## src/rtl/mix_columns_iter_pkg.sv

```systemverilog
// GF(2^8) helpers, FSM state and mode encodings shared by the iterative
// MixColumns engine and its column unit.
package aes_mix_pkg;

    localparam logic [7:0] AES_POLY = 8'h1B;

    localparam logic MODE_FWD = 1'b0;
    localparam logic MODE_INV = 1'b1;

    typedef enum logic [1:0] {
        IDLE = 2'd0,
        BUSY = 2'd1,
        DONE = 2'd2
    } mix_state_t;

    function automatic logic [7:0] xtime(input logic [7:0] x);
        return {x[6:0], 1'b0} ^ (x[7] ? AES_POLY : 8'h00);
    endfunction

    function automatic logic [7:0] gmul2(input logic [7:0] x);
        return xtime(x);
    endfunction

    function automatic logic [7:0] gmul3(input logic [7:0] x);
        return xtime(x) ^ x;
    endfunction

    // Inverse coefficients are built from the x2/x4/x8 chain.
    function automatic logic [7:0] gmul9(input logic [7:0] x);
        return xtime(xtime(xtime(x))) ^ x;
    endfunction

    function automatic logic [7:0] gmulB(input logic [7:0] x);
        return xtime(xtime(xtime(x))) ^ xtime(x) ^ x;
    endfunction

    function automatic logic [7:0] gmulD(input logic [7:0] x);
        return xtime(xtime(xtime(x))) ^ xtime(xtime(x)) ^ x;
    endfunction

    function automatic logic [7:0] gmulE(input logic [7:0] x);
        return xtime(xtime(xtime(x))) ^ xtime(xtime(x)) ^ xtime(x);
    endfunction

endpackage

```

## src/rtl/mix_columns_iter_if.sv

```systemverilog
// Input and output valid/ready channels of the MixColumns engine.
interface mix_columns_iter_if;
    logic         in_valid;
    logic         in_ready;
    logic         in_inv;
    logic [127:0] in_data;
    logic         out_valid;
    logic         out_ready;
    logic [127:0] out_data;

    modport master (
        output in_valid, in_inv, in_data, out_ready,
        input  in_ready, out_valid, out_data
    );

    modport slave (
        input  in_valid, in_inv, in_data, out_ready,
        output in_ready, out_valid, out_data
    );
endinterface

```

## src/rtl/mix_columns_iter_unit.sv

```systemverilog
// One-column MixColumns / InvMixColumns, combinational. Byte a0 is col[31:24];
// the optional complement matches the round logic's inverted-data convention.
module mix_column_unit
    import aes_mix_pkg::*;
#(
    parameter bit INV_OUT = 1'b1
) (
    input  logic [31:0] col,
    input  logic        inv,
    output logic [31:0] mixed
);

    logic [3:0][7:0] a;
    logic [3:0][7:0] y;

    assign a = col;

    // Row r: c0*a[r] ^ c1*a[r+1] ^ c2*a[r+2] ^ c3*a[r+3]; a_k lives at a[3-k].
    always_comb begin
        y = '0;
        for (int r = 0; r < 4; r++) begin
            if (inv == MODE_INV) begin
                y[3-r] = gmulE(a[3-r])           ^ gmulB(a[3-((r+1)%4)]) ^
                         gmulD(a[3-((r+2)%4)])   ^ gmul9(a[3-((r+3)%4)]);
            end else begin
                y[3-r] = gmul2(a[3-r])           ^ gmul3(a[3-((r+1)%4)]) ^
                         a[3-((r+2)%4)]          ^ a[3-((r+3)%4)];
            end
        end
    end

    assign mixed = INV_OUT ? ~y : y;

endmodule

```

## src/rtl/mix_columns_iter.sv

```systemverilog
// Iterative MixColumns / InvMixColumns engine: one 128-bit state in, mixed
// COLS_PER_CYCLE columns per cycle in place, registered result out.
module mix_columns_iter
    import aes_mix_pkg::*;
#(
    parameter int COLS_PER_CYCLE = 1,
    parameter bit INV_OUT        = 1'b1
) (
    input  logic              clk,
    input  logic              rst,
    mix_columns_iter_if.slave bus
);

    localparam int NCYC  = 4 / COLS_PER_CYCLE;
    localparam int CNT_W = (NCYC > 1) ? $clog2(NCYC) : 1;

    if (!(COLS_PER_CYCLE == 1 || COLS_PER_CYCLE == 2 || COLS_PER_CYCLE == 4)) begin : g_bad_cols
        $error("mix_columns_iter: COLS_PER_CYCLE must be 1, 2 or 4");
    end

    mix_state_t               state;
    logic [CNT_W-1:0]         cnt;
    logic                     inv_q;
    logic                     in_ready_q;
    logic                     out_valid_q;
    logic [127:0]             out_data_q;
    // Word 3 is column 0 so the packed layout matches in_data directly.
    logic [3:0][31:0]         work;
    logic [3:0][31:0]         work_nxt;

    logic [COLS_PER_CYCLE-1:0][31:0] lane_col;
    logic [COLS_PER_CYCLE-1:0][31:0] lane_mix;
    logic [COLS_PER_CYCLE-1:0][1:0]  lane_word;

    for (genvar i = 0; i < COLS_PER_CYCLE; i++) begin : g_lane
        assign lane_word[i] = 2'(3 - (int'(cnt) * COLS_PER_CYCLE + i));
        assign lane_col[i]  = work[lane_word[i]];

        mix_column_unit #(.INV_OUT(INV_OUT)) u_mix (
            .col   (lane_col[i]),
            .inv   (inv_q),
            .mixed (lane_mix[i])
        );
    end

    always_comb begin
        work_nxt = work;
        for (int i = 0; i < COLS_PER_CYCLE; i++) begin
            work_nxt[lane_word[i]] = lane_mix[i];
        end
    end

    always_ff @(posedge clk) begin
        if (rst) begin
            state       <= IDLE;
            cnt         <= '0;
            inv_q       <= MODE_FWD;
            in_ready_q  <= 1'b0;
            out_valid_q <= 1'b0;
            out_data_q  <= '0;
            work        <= '0;
        end else begin
            case (state)
                IDLE: begin
                    in_ready_q <= 1'b1;
                    if (bus.in_valid && in_ready_q) begin
                        work       <= bus.in_data;
                        inv_q      <= bus.in_inv;
                        cnt        <= '0;
                        in_ready_q <= 1'b0;
                        state      <= BUSY;
                    end
                end
                BUSY: begin
                    work <= work_nxt;
                    if (cnt == CNT_W'(NCYC - 1)) begin
                        out_data_q  <= work_nxt;
                        out_valid_q <= 1'b1;
                        state       <= DONE;
                    end else begin
                        cnt <= cnt + 1'b1;
                    end
                end
                DONE: begin
                    if (bus.out_ready) begin
                        out_valid_q <= 1'b0;
                        in_ready_q  <= 1'b1;
                        state       <= IDLE;
                    end
                end
                default: begin
                    state      <= IDLE;
                    in_ready_q <= 1'b0;
                end
            endcase
        end
    end

    assign bus.in_ready  = in_ready_q;
    assign bus.out_valid = out_valid_q;
    assign bus.out_data  = out_data_q;

endmodule
```

## src/flat_wrapper.sv

```systemverilog
// flat-port wrapper written by rule: the top's interface ports become plain ports
module mix_columns_iter_flat import aes_mix_pkg::*;
#(
    parameter int COLS_PER_CYCLE = 1,
    parameter bit INV_OUT        = 1'b1
)
  (clk, rst, bus_in_valid, bus_in_inv, bus_in_data, bus_out_ready, bus_in_ready, bus_out_valid, bus_out_data);
  mix_columns_iter_if bus_i ();
  input  logic clk;
  input  logic rst;
  input wire logic [$bits(bus_i.in_valid)-1:0] bus_in_valid;
  input wire logic [$bits(bus_i.in_inv)-1:0] bus_in_inv;
  input wire logic [$bits(bus_i.in_data)-1:0] bus_in_data;
  input wire logic [$bits(bus_i.out_ready)-1:0] bus_out_ready;
  output wire logic [$bits(bus_i.in_ready)-1:0] bus_in_ready;
  output wire logic [$bits(bus_i.out_valid)-1:0] bus_out_valid;
  output wire logic [$bits(bus_i.out_data)-1:0] bus_out_data;
  assign bus_i.in_valid = bus_in_valid;
  assign bus_i.in_inv = bus_in_inv;
  assign bus_i.in_data = bus_in_data;
  assign bus_i.out_ready = bus_out_ready;
  assign bus_in_ready = bus_i.in_ready;
  assign bus_out_valid = bus_i.out_valid;
  assign bus_out_data = bus_i.out_data;
  mix_columns_iter #(.COLS_PER_CYCLE(COLS_PER_CYCLE), .INV_OUT(INV_OUT)) u_core (.clk(clk), .rst(rst), .bus(bus_i));
endmodule
```

## config.mk

```make
export PLATFORM = sky130hd
export DESIGN_NAME = mix_columns_iter_flat
export DESIGN_NICKNAME = d
export VERILOG_FILES = /design/src/rtl/mix_columns_iter_pkg.sv /design/src/rtl/mix_columns_iter_if.sv /design/src/rtl/mix_columns_iter_unit.sv /design/src/rtl/mix_columns_iter.sv /design/src/flat_wrapper.sv
export SDC_FILE = /design/constraint.sdc
export NUM_CORES = 1
export LEC_CHECK = 0
export ABC_CLOCK_PERIOD_IN_PS = 8900
export CAP_MARGIN = 5
export CORE_ASPECT_RATIO = 0.6
export CORE_MARGIN = 10
export CORE_UTILIZATION = 52
export DETAILED_ROUTE_END_ITERATION = 12
export PLACE_DENSITY = 0.79
export SYNTH_ARGS = -nofsm -noshare
export SYNTH_HDL_FRONTEND = slang
export SYNTH_SLANG_ARGS = --single-unit
```

## constraint.sdc

```tcl
create_clock -name clk -period 8.9 [get_ports clk]
set_input_delay 1.335 -clock clk [delete_from_list [all_inputs] [get_ports clk]]
set_output_delay 1.335 -clock clk [all_outputs]
set_load 0.01 [all_outputs]
```

* After elaboration in Yosys (flattened, before gate mapping)
Index checks and enable logic that the tools add are counted.
Cells by class: add/sub/neg operators 2, multiplexer cells 36, reductions and logical operators 12, $lt $le $gt $ge 2, eq/ne operators 7, bitwise gates (word level) 66
Operators by type and width (count):
- $xor A8 B8 Y8 | 53
- $pmux W128 S2 | 1
- $bwmux W128 | 1
- $mux W128 | 1
- $xor A8 B5 Y8 | 11
- $bmux W32 S2 | 1
- $demux W32 S2 | 1
- $mux W32 | 2
- $mux W5 | 12
- $mux W8 | 4
- $not A32 Y32 | 1
- $mux W2 | 5
- $reduce_and A3 Y1 | 3
- $reduce_and A2 Y1 | 4
- $pmux W2 S3 | 1
- $eq A2 B2 Y1 const B | 2
- $mux W1 | 4
- $ne A2 B1 Y1 const B | 2
- $ne A2 B2 Y1 const B | 2
- $pmux W2 S2 | 1
- $reduce_bool A2 Y1 | 2
- $lt A2 B3 Y1 const B | 1
- $pmux W1 S3 | 1
- $add A2 B1 Y2 const B | 1
- other kinds (7) | 8
Word-level totals: logic and storage cells 135, flip-flop bits (word level) 263, input bits 133

* Depth between registers and ports, before layout
Gate-level depths: netlist (run 1).
depth after elaboration 18, depth in mapped cells 13, depth with buffers taken out 8

* Cells and area by module
From an unflattened synthesis (run 1), not the netlist that was laid out.
Unflattened totals: cell total of the unflattened synthesis 1499, area, all modules 14966.9 um^2
Modules (own cells, without submodules):
- mix_columns_iter | area an instance 12507.0 um^2, seq. area each 5265.0 um^2, times used 1, cells each 1229
- mix_column_unit | area an instance 2459.9 um^2, seq. area each 0.0 um^2, times used 1, cells each 270

* Worst setup path before layout (run 1)
Ideal clock, no wire load.
path type reg-to-reg, start point reg u_core.cnt[1], end point reg u_core.work[108] (netlist name), setup slack 5.641 ns, arrival 3.191 ns, setup time 0.067 ns, stages on the path, launching flop included 11, buffers on the path 2, clock period less this slack 3.259 ns, path through dfxtp_1 buf_6 mux4_2 buf_6 xnor3_1 xnor3_2 xor2_2 xnor3_1 a311oi_2 o221ai_2 a21oi_2
Between the ends: cells in the longest elaborated chain, start to end 16, elaborated cells on any way between the ends 49, those cells by class add/sub: 1; order compare: 2; mux: 18; bitwise: 27; reduce/logical: 1
RTL lines:
- start, declared | RTL line mix_columns_iter.sv:22 | logic [CNT_W-1:0] cnt;
- start signal, assigned | RTL line mix_columns_iter.sv:81 | cnt <= cnt + 1'b1;
- $sub A2 B2 Y2 * | RTL line mix_columns_iter.sv:36 | assign lane_word[i] = 2'(3 - (int'(cnt) * COLS_PER_CYCLE + i));
- $bmux W32 S2 | RTL line mix_columns_iter.sv:37 | assign lane_col[i] = work[lane_word[i]];
- $mux W32 (implied by the code) | RTL line mix_columns_iter.sv:37
- $xor A8 B5 Y8 | RTL line mix_columns_iter_pkg.sv:17 | return {x[6:0], 1'b0} ^ (x[7] ? AES_POLY : 8'h00);
- $mux W5 / $xor A8 B5 Y8 (equally long branches) | RTL line mix_columns_iter_pkg.sv:17
- $xor A8 B5 Y8 / $mux W5 (equally long branches) | RTL line mix_columns_iter_pkg.sv:17
- $xor A8 B5 Y8 | RTL line mix_columns_iter_pkg.sv:17
- $xor A8 B8 Y8 (on tied branches) (2 in series) | RTL line mix_columns_iter_pkg.sv:42, mix_columns_iter_pkg.sv:34
- $xor A8 B8 Y8 (2 in series) | RTL line mix_columns_iter_unit.sv:23 | y[3-r] = gmulE(a[3-r]) ^ gmulB(a[3-((r+1)%4)]) ^
- $xor A8 B8 Y8 | RTL line mix_columns_iter_unit.sv:24 | gmulD(a[3-((r+2)%4)]) ^ gmul9(a[3-((r+3)%4)]);
- $mux W8 | RTL line mix_columns_iter_unit.sv:22 | if (inv == MODE_INV) begin
- $not A32 Y32 | RTL line mix_columns_iter_unit.sv:32 | assign mixed = INV_OUT ? ~y : y;
- $bwmux W128 * | RTL line mix_columns_iter.sv:49 | work_nxt[lane_word[i]] = lane_mix[i];
- $pmux W128 S2 * | RTL line mix_columns_iter.sv:63 | case (state)
- end signal, assigned | RTL line mix_columns_iter.sv:67 | work <= bus.in_data;
- end signal, assigned | RTL line mix_columns_iter.sv:75 | work <= work_nxt;
- end, declared | RTL line mix_columns_iter.sv:28 | logic [3:0][31:0] work;
Every way passes the cells marked *; elsewhere a longest branch is shown, timed or not. The select of a mux whose other input is x is not followed. A chain may end at the register's enable or synchronous reset.

* Final worst setup path (run 1)
start point reg u_core.cnt[1], end point reg u_core.out_data_q[77] (netlist: u_core.bus.out_data[77])
Between the ends: cells in the longest elaborated chain, start to end 15, elaborated cells on any way between the ends 47, those cells by class add/sub: 1; order compare: 2; eq/ne: 1; mux: 14; bitwise: 27; reduce/logical: 2
RTL lines:
- $sub A2 B2 Y2 | RTL line mix_columns_iter.sv:36
- $bmux W32 S2 | RTL line mix_columns_iter.sv:37
- $mux W32 (implied by the code) | RTL line mix_columns_iter.sv:37
- $mux W5 / $xor A8 B5 Y8 (equally long branches) | RTL line mix_columns_iter_pkg.sv:17
- $xor A8 B5 Y8 / $mux W5 (equally long branches) | RTL line mix_columns_iter_pkg.sv:17
- $xor A8 B5 Y8 (2 in series) | RTL line mix_columns_iter_pkg.sv:17
- $xor A8 B8 Y8 (on tied branches) (2 in series) | RTL line mix_columns_iter_pkg.sv:42, mix_columns_iter_pkg.sv:34
- $xor A8 B8 Y8 (2 in series) | RTL line mix_columns_iter_unit.sv:23
- $xor A8 B8 Y8 | RTL line mix_columns_iter_unit.sv:24
- $mux W8 | RTL line mix_columns_iter_unit.sv:22
- $not A32 Y32 | RTL line mix_columns_iter_unit.sv:32
- $bwmux W128 | RTL line mix_columns_iter.sv:49
- end signal, assigned | RTL line mix_columns_iter.sv:77 | out_data_q <= work_nxt;
- end, declared | RTL line mix_columns_iter.sv:26 | logic [127:0] out_data_q;
Several ways; a longest one is shown, not always the timed one. The select of a mux whose other input is x is not followed.

==> flow_metrics.py, run 1 <==
metrics = {
    "run_status": {
        "outcome": "finished, final reports clean",
    },
    "power_and_ir_drop": {
        "switching_share": 0.413,
        "p_sw_mw": 2.11,
        "p_int_mw": 3.00,
        "pwr-share-comb": 0.508,
        "vdd_drop_max_uv": 169,
        "p_per_area_mw_per_mm2": 278,
        "clkPwrFrac": 0.230,
        "seqPwrFrac": 0.262,
        "leakage_nw": 6.65,
    },
    "sta": {
        "setup_tns_ps": 0,
        "setup_viol": 0,
        "skew_ps": 13.9,
        "finalMaxSlewViolations": 0,
        "min_period_over_period": 0.500,
        "timing.hold.ws_ps": 463,
        "fmax_ghz": 0.225,
        "finalHoldViolCount": 0,
        "worst_pin_slew_ps": 1390,
        "fin_crit_ps": 4450,
        "rsz0062_at_grt": "no",
        "relSlewSlack": 0.0751,
    },
    "clock_network": {
        "cts_resized": 0,
        "cts_tree": "yes",
        "clock-root-buffer": "clkbuf_16",
        "path_clk_slew_ps": 70,
        "clkSinkCount": 263,
        "htree_levels": 1,
        "clk_latency_ps": 570,
        "cts_setup_buffers": 0,
        "clockBufferDepth": 3,
        "numCtsBuffers": 25,
        "postCtsHoldBufs": 0,
    },
    "critical_path": {
        "arrival_ps": 4870,
        "cp_data_required_time_ps": 9310,
        "cp-end-kind": "flip-flop",
        "critical_path_class": "reg -> reg",
        "startpoint_type": "flip-flop",
        "cp_max_fo": 37,
    },
    "global_routing": {
        "grt_max_degree": 101,
        "grt_pass1_wl_mm": 90.7,
        "grt_pass1_vias": 14300,
        "overflow": 0,
        "grt_usage": 0.326,
        "antenna_found_initial": 1,
    },
    "yosys": {
        "synth-seq-cells": 263,
        "yosys.area.top_type": "dfxtp_1",
        "yosysMostFrequentCell": "dfxtp_1",
        "async_reset_ff_frac": 0,
        "synth_top_area_frac": 0.354,
        "synth_top_cells_by_area": "dfxtp_1 35%, a21oi_1 8.3%, xnor2_1 6.4%",
        "synthFlopType": "dfxtp_1",
        "synth_area_mm2": 0.0149,
        "yosys-top-cells-count": "263 x dfxtp_1, 247 x a21oi_1, 172 x o21ai_0, 120 x clkbuf_1, 108 x xnor2_1",
        "seq_area_frac_synth": 0.354,
        "synthCells": 1622,
        "syn_avg_cell_area_um2": 9.16,
        "synth_cell_types": 59,
        "yosysWarnings": 0,
        "syn-num-nets": 1759,
        "synth-edff-count": 0,
    },
    "route": {
        "viasPerCell": 6.72,
        "route.vias.total": 14600,
        "drt_first_pass_iters": 7,
        "drc_errors": 0,
        "routed_wl_mm": 60.7,
        "ant_nets": 0,
        "wl_per_cell_um": 28.0,
        "initialDrtViolationCount": 2440,
    },
    "placement": {
        "port_buffers": 262,
        "dpl.hpwl_mm": 42.0,
        "gp_congestion": 1.08,
    },
    "run": {
        "cap_violations": 0,
    },
    "floorplanning": {
        "die_h_um": 151,
        "core-area_mm2": 0.0279,
        "rows": 47,
        "die_w_um": 238,
        "io_pins": 263,
        "die-area_mm2": 0.0360,
        "initial_core_util": 0.533,
    },
    "worst_hold_path": {
        "hold_path_class": "reg -> reg",
    },
    "final_layout": {
        "nets": 1923,
        "area_delta_synth_final_pct": 23.7,
        "drive_gt1_frac": 0.0921,
    },
}
-- layout by cell type, fill, tap and decap left out, drive strengths merged, types with 4 or more instances in the layout --
cell           instances
clkinvlp               4
nand2b                11
a211oi                20
xnor3                 30
o221ai                72
xor2                  44
or3                    4
a21oi                249
ha                     4
xnor2                129
or2                    6
inv                    8
buf                   31
a31oi                 37
and4                  24
nor3                  10
bufinv                 4
clkbuf                32
nand2                100
nor2                 100
dfxtp                263
mux2i                 57
nor4                  12
a22oi                  4
clkinv                 5
o21ai                184
mux4                  32
o32ai                  4
xor3                   8
a221oi                12
clkdlybuf4s50        261
o22ai                  5
o41ai                  9
nand3                  8
o31ai                  4
-- cell families after synthesis --
group,count (synthesis),share of synthesized area
AO/OA/AOI/OAI,611,0.244
XOR/XNOR,211,0.175
adder cells (fa/ha/maj),4,0.00337
buffers and inverters,165,0.0497
flip-flops,263,0.354
multiplexers,90,0.0879
AND/OR/NAND/NOR,278,0.0862
-- routing by layer --
layer	up-vias	track usage	part of all wire
li1	6283	-	-
met1	7026	0.442	0.41
met2	1127	0.471	0.42
met3	154	0.123	0.15
met4	2	0.0995	0.030
met5	-	0	0.00012
-- critical path, stage by stage (launching register included) --
cell and delay (ps):
dfxtp_2 310, buf_4 630, mux4_2 780, xor2_1 520, xnor3_1 540, xnor3_2 430
xnor2_1 160, mux2i_1 110, xnor2_1 580, o21ai_0 210
-- power groups by stage --
stage / clock network (mW) / logic [mW] / registers [mW]
floorplan: 0 / 1.85 / 1.33
global placement: 0 / 2.47 / 1.36
detailed placement: 0 / 2.48 / 1.36
CTS: 1.17 / 2.51 / 1.33
global route: 1.22 / 2.71 / 1.34
finish: 1.18 / 2.60 / 1.34
-- final timing paths --
check / to / slack, ps / depth (start not counted) / startpoint
worst max-delay path: u_core.bus.out_data[77] / 4450 / 9 / u_core.cnt[1]
worst min-delay path: u_core.work[82] / 460 / 2 / u_core.work[82]
worst max register to register: u_core.bus.out_data[77] / 4450 / 9 / u_core.cnt[1]
worst min register to register: u_core.work[82] / 460 / 2 / u_core.work[82]
-- cell type report --
class | count | area [µm²]
fillers | 2212 | 9490
repair buffers | 292 | 2840
multi-input cells | 1194 | 8890
clock buffers | 32 | 702
well taps | 367 | 459
clock inverters | 11 | 180
inverters | 10 | 40.0
diodes | 1 | 2.50
flip-flops and latches | 263 | 5270
-- per-stage QoR --
step	worst slack (ps)	std cells	area, µm²	utilization	power (mW)
2_1_floorplan	5640	1622	14900	-	3.18
3_3_place_gp	4700	2126	17500	0.628	3.82
3_5_place_dp	4540	2126	17500	0.628	3.84
4_1_cts	4550	2169	18400	0.660	5.01
5_1_grt	4290	2169	18400	0.660	5.28
6_report	4450	2170	18400	0.660	5.11
-- registers in the layout (all words and copies together) (netlist names) --
signal,cells
u_core.inv_q,1
u_core.work,128
u_core.bus.in_ready,1
u_core.bus.out_data,128
u_core.cnt,2
u_core.bus.out_valid,1
u_core.state,2
Note: power is estimated with default switching activity, not from simulation.
==> run 2: changes to the inputs <==
- ABC_CLOCK_PERIOD_IN_PS: 8900 -> 3740
- CORE_UTILIZATION: 52 -> 49
- PLACE_DENSITY: 0.79 -> 0.78
- clock period: 8.9 -> 3.74 ns (I/O delays scaled with it)
==> run 2 against run 1 <==
Compared with the run above: cell count up 7.9%; die area up 5.5%; highest routed layer is now met4; power rose to 2.6 times the previous value; sequential power up 140%; critical path depth unchanged; sequential share of layout area down 1.6 points; clock skew up 6.4 ps; worst hold slack worse by 3.1 ps; critical endpoint is now u_core.bus.out_data[44]; largest cell class unchanged.
==> flow_metrics.py, run 2 (synthesized netlist as in run 1, its figures left out) <==
metrics = {
    "power_and_ir_drop": {
        "vdd_drop_max_uv": 426,
        "p_per_area_mw_per_mm2": 683,
        "leakage_nw": 7.31,
    },
    "clock_network": {
        "cts_setup_buffers": 0,
        "cts_tree": "yes",
        "clockBufferDepth": 3,
        "numCtsBuffers": 26,
        "clock-root-buffer": "clkbuf_16",
        "clkSinkCount": 263,
        "clk_latency_ps": 570,
        "path_clk_slew_ps": 70,
        "htree_levels": 1,
    },
    "placement": {
        "dpl_cell_area_mm2": 0.0185,
        "pre_cts_ws_ps": -71.8,
        "dpl.hpwl_mm": 46.1,
        "placedCellCount": 2293,
        "port_buffers": 262,
        "gp_congestion": 1.02,
    },
    "route": {
        "wl_per_cell_um": 27.2,
        "ant_nets": 0,
        "routed_wl_mm": 63.6,
        "initialDrtViolationCount": 2257,
        "drc_errors": 0,
        "route.vias.total": 15100,
        "drt_first_pass_iters": 6,
        "viasPerCell": 6.46,
    },
    "critical_path": {
        "worstRegToRegCells": 9,
        "cp_data_required_time_ps": 4210,
        "arrival_ps": 4150,
        "cp-end-kind": "flip-flop",
        "critical_path_class": "reg -> reg",
        "startpoint_type": "flip-flop",
        "rr_endpoint": "u_core.bus.out_data[44]",
        "r2r_slack_ps": 60,
        "cp_max_fo": 11,
        "r2r_start": "u_core.cnt[1]",
    },
    "global_routing": {
        "grt_pass1_vias": 14700,
        "grt_pass1_wl_mm": 94.0,
        "grt_max_degree": 110,
        "overflow": 0,
        "antenna_found_initial": 0,
        "grt_usage": 0.320,
    },
    "final_layout": {
        "nets": 2050,
        "drive_gt1_frac": 0.153,
        "final_cells": 2341,
        "nFillCells": 2390,
        "design_area_mm2": 0.0195,
        "area_delta_synth_final_pct": 31.2,
        "layout_commonest_cell": "clkdlybuf4s50_1",
        "multiInputGateArea_mm2": 0.00890,
        "diodes": 0,
        "final_cell_mix": "261 x clkdlybuf4s50_1, 260 x dfxtp_1, 247 x a21oi_1, 172 x o21ai_0, 151 x buf_4",
        "seq_area_mm2": 0.00527,
    },
    "sta": {
        "finalHoldViolCount": 0,
        "worst_slack_ps": 60.0,
        "fin_crit_ps": 3680,
        "worst_pin_slew_ps": 1230,
        "relSlewSlack": 0.181,
        "finalMaxSlewViolations": 0,
        "setup_viol": 0,
        "min_period_over_period": 0.984,
        "timing.hold.ws_ps": 460,
        "skew_ps": 20.3,
        "setup_tns_ps": 0,
        "fmax_ghz": 0.272,
        "rsz0062_at_grt": "yes",
    },
    "floorplanning": {
        "initial_core_util": 0.497,
        "core-area_mm2": 0.0299,
        "die_w_um": 245,
        "rows": 49,
        "io_pins": 263,
        "die_h_um": 155,
        "die-area_mm2": 0.0379,
    },
    "run": {
        "cap_violations": 0,
    },
    "worst_hold_path": {
        "holdPathEnd": "u_core.work[82]",
        "hold_depth": 2,
        "hold_path_class": "reg -> reg",
        "min-delay-start": "u_core.work[82]",
    },
    "run_status": {
        "outcome": "finished, final reports clean",
    },
}
## run 2: cell types whose count changed in the layout (fill, tap and decap cells not counted), sizes merged
cell,delta
bufinv,-2
buf,+126
inv,-1
clkbuf,+6
diode,-1
clkinv,+2
## run 2: report_power, final
group          switching [mW]  internal (mW)
Sequential              0.212           3.00
Clock                    1.25           1.62
Combinational            3.89           3.34
Total                    5.35           7.96
## run 2: timing repair
| item | in CTS | in global routing |
|---|---|---|
| hold endpoints to repair | 0 | 0 |
| resized for setup | 2 | 2 |
| hold buffers | 0 | 0 |
| endpoints found under the setup margin | 36 | 10 |
## run 2: metal layers
metal | up-vias | track usage | part of all wire
li1 | 6548 | - | -
met1 | 7307 | 0.461 | 0.43
met2 | 1124 | 0.465 | 0.42
met3 | 138 | 0.0845 | 0.13
met4 | 0 | 0.0778 | 0.025
met5 | - | 0 | 0
## run 2: area by class of cell
type | count | share of cell area
Clock inverter | 10 | 0.00623
Tap cell | 408 | 0.0262
Multi-Input combinational cell | 1194 | 0.457
Clock buffer | 38 | 0.0408
Inverter | 10 | 0.00205
Sequential cell | 263 | 0.270
Timing Repair Buffer | 418 | 0.198
## run 2: worst max path at each step
stage / end / depth (start not counted) / from / slack [ps]
floorplan: u_core.work[108] / 10 / u_core.cnt[1] / 480
global placement: u_core.bus.out_data[93] / 11 / u_core.cnt[1] / -70
detailed placement: u_core.bus.out_data[93] / 11 / u_core.cnt[1] / -70
CTS: u_core.work[85] / 9 / u_core.cnt[1] / 70
global route: u_core.work[20] / 10 / u_core.cnt[1] / -20
finish: u_core.bus.out_data[44] / 9 / u_core.cnt[1] / 60
## run 2: through the flow
stage               total power [mW]   util
floorplan                       7.56      -
finish                          13.3  0.651
CTS                             13.0  0.651
detailed placement              10.2  0.620
global placement                10.1  0.620
global route                    13.7  0.651
## run 2: worst max-delay path, stage by stage, from the launching register on
cell      delay, ps
dfxtp_4         550
mux4_2          580
xnor3_1         490
xnor3_2         460
buf_4           160
xor2_2          170
xnor3_1         410
a21oi_1         360
a21oi_1         110
a211oi_1        270
